**src/rtl/serializer_pkg.sv**
```systemverilog
// Shared types and constants for the parallel-to-serial converter.
package serializer_pkg;

    // Controller states: waiting for a load strobe, or streaming a word out.
    typedef enum logic {
        IDLE  = 1'b0,
        SHIFT = 1'b1
    } state_t;

    // Default word length.
    localparam int DEFAULT_WIDTH = 32;

endpackage : serializer_pkg

```
**src/rtl/piso_shreg.sv**
```systemverilog
// Loadable parallel-in/serial-out shift register. The head bit is a register
// bit, so o_head is a registered output. Shifting pulls IDLE_LEVEL in behind
// the payload, so one shift past the last payload bit returns the line to idle.
module piso_shreg
    import serializer_pkg::*;
#(
    parameter int WIDTH      = DEFAULT_WIDTH,
    parameter bit MSB_FIRST  = 1'b1,
    parameter bit IDLE_LEVEL = 1'b0
) (
    input  logic             clk,
    input  logic             rst,
    input  logic             i_load,
    input  logic             i_shift,
    input  logic [WIDTH-1:0] i_data,
    output logic             o_head
);

    logic [WIDTH-1:0] r_shreg;

    // Load has priority over shift; reset fills with the idle level.
    always_ff @(posedge clk) begin
        // NOTE: sequential state uses <= so every flop samples pre-edge values.
        if (rst) begin
            // NOTE: the shift register is reset because its head bit drives
            // the serial line directly; it must show the idle level out of reset.
            r_shreg <= {WIDTH{IDLE_LEVEL}};
        end else if (i_load) begin
            r_shreg <= i_data;
        end else if (i_shift) begin
            if (MSB_FIRST) begin
                r_shreg <= {r_shreg[WIDTH-2:0], IDLE_LEVEL};
            end else begin
                r_shreg <= {IDLE_LEVEL, r_shreg[WIDTH-1:1]};
            end
        end
    end

    assign o_head = MSB_FIRST ? r_shreg[WIDTH-1] : r_shreg[0];

endmodule : piso_shreg

```
**src/rtl/serializer.sv**
```systemverilog
// Parallel-to-serial converter: captures a word on an accepted load strobe and
// streams it out one bit per clock, with busy / bit_valid / done status.
module serializer
    import serializer_pkg::*;
#(
    parameter int WIDTH      = DEFAULT_WIDTH,
    parameter bit MSB_FIRST  = 1'b1,
    parameter bit IDLE_LEVEL = 1'b0
) (
    input  logic             clk,
    input  logic             rst,
    input  logic             en,
    input  logic [WIDTH-1:0] data_in,
    output logic             data_out,
    output logic             busy,
    output logic             bit_valid,
    output logic             done
);

    localparam int CW = $clog2(WIDTH);
    localparam logic [CW-1:0] LAST_IDX = CW'(WIDTH - 1);

    state_t        r_state;
    logic [CW-1:0] r_cnt;
    logic          r_busy;
    logic          r_bit_valid;
    logic          r_done;

    logic          w_last;
    logic          w_accept;
    logic          w_shift;
    logic          w_head;

    // A strobe is honoured only when idle or while the last bit is on the line.
    assign w_last   = (r_state == SHIFT) && (r_cnt == '0);
    assign w_accept = en && ((r_state == IDLE) || w_last);
    // Shifting past the last bit pulls the idle level onto the line.
    assign w_shift  = (r_state == SHIFT);

    piso_shreg #(
        .WIDTH      (WIDTH),
        .MSB_FIRST  (MSB_FIRST),
        .IDLE_LEVEL (IDLE_LEVEL)
    ) u_shreg (
        .clk     (clk),
        .rst     (rst),
        .i_load  (w_accept),
        .i_shift (w_shift),
        .i_data  (data_in),
        .o_head  (w_head)
    );

    // Controller FSM with bit counter and registered status outputs.
    always_ff @(posedge clk) begin
        if (rst) begin
            r_state     <= IDLE;
            r_cnt       <= '0;
            r_busy      <= 1'b0;
            r_bit_valid <= 1'b0;
            r_done      <= 1'b0;
        end else begin
            case (r_state)
                IDLE: begin
                    if (en) begin
                        r_state     <= SHIFT;
                        r_cnt       <= LAST_IDX;
                        r_busy      <= 1'b1;
                        r_bit_valid <= 1'b1;
                        r_done      <= 1'b0;
                    end
                end
                SHIFT: begin
                    if (r_cnt == '0) begin
                        if (en) begin
                            // Back-to-back word: first bit follows with no gap.
                            r_cnt       <= LAST_IDX;
                            r_busy      <= 1'b1;
                            r_bit_valid <= 1'b1;
                            r_done      <= 1'b0;
                        end else begin
                            r_state     <= IDLE;
                            r_busy      <= 1'b0;
                            r_bit_valid <= 1'b0;
                            r_done      <= 1'b0;
                        end
                    end else begin
                        r_cnt  <= r_cnt - 1'b1;
                        r_done <= (r_cnt == CW'(1));
                    end
                end
                default: begin
                    r_state     <= IDLE;
                    r_cnt       <= '0;
                    r_busy      <= 1'b0;
                    r_bit_valid <= 1'b0;
                    r_done      <= 1'b0;
                end
            endcase
        end
    end

    assign data_out  = w_head;
    assign busy      = r_busy;
    assign bit_valid = r_bit_valid;
    assign done      = r_done;

endmodule : serializer

```
**config.mk**
```make
export PLATFORM = sky130hd
export DESIGN_NAME = serializer
export DESIGN_NICKNAME = d
export VERILOG_FILES = /design/src/rtl/serializer_pkg.sv /design/src/rtl/piso_shreg.sv /design/src/rtl/serializer.sv
export SDC_FILE = /design/constraint.sdc
export NUM_CORES = 1
export LEC_CHECK = 0
export ABC_AREA = 1
export CAP_MARGIN = 20
export CORE_ASPECT_RATIO = 1.75
export CORE_UTILIZATION = 37
export CTS_CLUSTER_DIAMETER = 40
export DETAILED_ROUTE_END_ITERATION = 8
export REMOVE_ABC_BUFFERS = 1
export SETUP_SLACK_MARGIN = 0.05
export SKIP_LAST_GASP = 1
export SLEW_MARGIN = 15
export SYNTH_ARGS = -nofsm -noshare
export SYNTH_HDL_FRONTEND = slang
export SYNTH_HIERARCHICAL = 1
export SYNTH_SLANG_ARGS = --single-unit
```
**constraint.sdc**
```tcl
create_clock -name clk -period 2.7 [get_ports clk]
set_clock_uncertainty 0.05 [all_clocks]
set_input_delay 0.27 -clock clk [delete_from_list [all_inputs] [get_ports clk]]
set_output_delay 0.27 -clock clk [all_outputs]
set_load 0.02 [all_outputs]
```
==> results.md <==
- Max Transition Viols Final: 0
- Total Neg Setup Slack: 0 ns
- Placement Setup Slack: around 0.47 ns
- Post-route minimum period: 2.24 ns
- CP arrival: 2.42 ns
- FP Rows: 35
- Total GRT Usage: 16.6%
- Post_cts resized: 0
- Post-synthesis cell area: 2040 um2
- IO Count: 39
- Worst Hold Launch: u_shreg/r_shreg[30]
- RSZ-0062 raised after global routing: false
- Grt ovf: 0
- Netlist cell types: 22
- Pleak: between 1 and 1.5 nW
- Drt wl/cell: 10.5 um
- Startpoint type of the worst setup path: flip-flop
- TritonCTS clock tree: yes
- Hold buffer count at CTS: 0
- Clock root cell: clkbuf_8
- DRT iter0 DRCs: 113
- H-tree Lvls: 2
- Drt pass-1 iters: 4
- Yosys reg bits: 40
- Status: completed
- Num Clock Sinks: 40
- Initial Utilization: ~38%
- VDD IR max: 0.271 mV
- Area grow syn2layout: 23.5%
- Largest net degree at the start of global routing: 39
- CORE AREA: 5300 um2
- Final WS setup: 0.464 ns
- Slew @ Worst Pin: just over 0.9 ns
- Hold Vio Cnt, Final: 0
- Setup crit end kind: flip-flop
- Mapped Cells: between 300 and 400
- Syn Area/Cell: 6.64 um2
- Slew HR: 38.8%
- Nets@finish: roughly 380
- IO buf count: 38
- Via density: 4.48
- CP required: 2.89 ns
- Max clock buf depth: 2
- Yosys warnings: 6
- Die height: 100 um
- Crit Reg-Reg Startpoint: r_cnt[0]
- Critical path class: reg -> reg
- Global-route wire length before repair: 7.47 mm
- Vias in the first global route: 1771
- Most common cell after layout, fill and taps aside: nand2_1
- PwrDens: 541 nW/um2
- Crit Path Max Fanout: 31
- Chip width: 58.1 um
- Max Clk Rate: 447 MHz
- Routability cong.: 0.751
- Skew-Pair Late Insertion Delay: between 0.2 and 0.3 ns
- Detail Route Antenna Nets: 0
- Routed via count: about 1900
- Die Area: ~5800 um2
- Reg clk slew, reported paths: 0.07 ns
- Sequential share of the synthesized area: between 30% and 40%
- Crit path from: r_cnt[0]
- Final setup fails: 0
- Layout cells sized above 1: under 10%
- Residual DRC: 0
- Cts bufs inserted: 5
- Maxcap violations: 0
- Most frequent cells in the layout: 107 x nand2_1, 66 x nand3_1, 45 x inv_1, 40 x dfxtp_1, 38 x clkdlybuf4s50_1
- Min-Delay Path Class: reg -> reg
- Setup bufs post-CTS: 0
- DP Wirelength: 3.02 mm
- Antenna violations before repair: 0
- Fin util: a little under half
- Final worst-path cycle share: 82.8%
- Final wirelength: 4.36 mm
- Antenna Cells: 0
[final timing paths]
kind	endpoint	slack, ns	cells after the start
worst max-delay path	u_shreg/r_shreg[9]	0.46	11
worst min-delay path	u_shreg/r_shreg[30]	0.42	2
worst max register to register	u_shreg/r_shreg[9]	0.46	11
worst min register to register	u_shreg/r_shreg[30]	0.42	2
[cell families after synthesis]
group	share of synthesized area, %
flops	39.3
compound gates	2.70
buf+inv	14.4
simple gates	41.8
fa+ha+maj	1.84
[cell type report]
type	instances	area, um2
clock buffers	8	90.1
fillers	561	2780
inverters	46	173
multi-input cells	204	945
flip-flops and latches	40	801
well taps	74	92.6
repair buffers	43	418
[registers in the layout, summed over array words and instances (netlist names)]
name,cells
bit_valid,1
r_cnt,5
u_shreg/r_shreg,32
done,1
r_state,1
[critical path, cell delays in order (launching register included)]
cell,delay [ns]
dfxtp_1,0.36
inv_1,0.10
ha_1,0.25
nand3_4,0.13
nand2_4,0.09
nand2_4,0.07
inv_1,0.06
inv_1,0.67
nand3_1,0.17
nand3_1,0.13
nand2_1,0.05
inv_1,0.05
[per-layer routing]
metal	routed length (um)	vias to the layer above	global-route usage (%)
li1	-	1011	-
met1	1840	815	17.7
met2	2310	29	31.0
met3	141	4	2.71
met4	66	0	7.14
met5	0	-	0
[cell usage after synthesis]
cell	instances	area share, %
o21a_1	1	0.37
nor3_1	1	0.25
buf_4	5	1.8
nand3_1	66	16
inv_2	1	0.18
nand4_1	2	0.61
buf_6	4	2.2
clkbuf_1	1	0.18
ha_1	3	1.8
o21ai_0	1	0.25
buf_2	7	1.7
nor2_4	2	1.1
nand3_4	1	0.86
inv_1	45	8.3
nand2_2	1	0.31
o31ai_1	1	0.37
nand2_4	2	1.1
dfxtp_1	40	39
a21oi_1	6	1.5
nor2_1	9	1.7
nand2_1	107	20
o21ai_1	1	0.25
[metrics by stage]
stage | power (mW) | cell area, um2 | std cells | hold slack [ns]
floorplan | 0.852 | 1920 | 290 | 0.289
global placement | 0.971 | 2430 | 407 | 0.403
detailed placement | 0.973 | 2430 | 407 | 0.409
CTS | 1.38 | 2520 | 415 | 0.420
global route | 1.45 | 2520 | 415 | 0.436
finish | 1.36 | 2520 | 415 | 0.421
[where the power goes]
group	switching (mW)	internal [mW]
logic	0.166	0.127
registers	0.0267	0.636
clock network	0.199	0.209
total	0.392	0.971
Power figures use the tool's default switching activity.
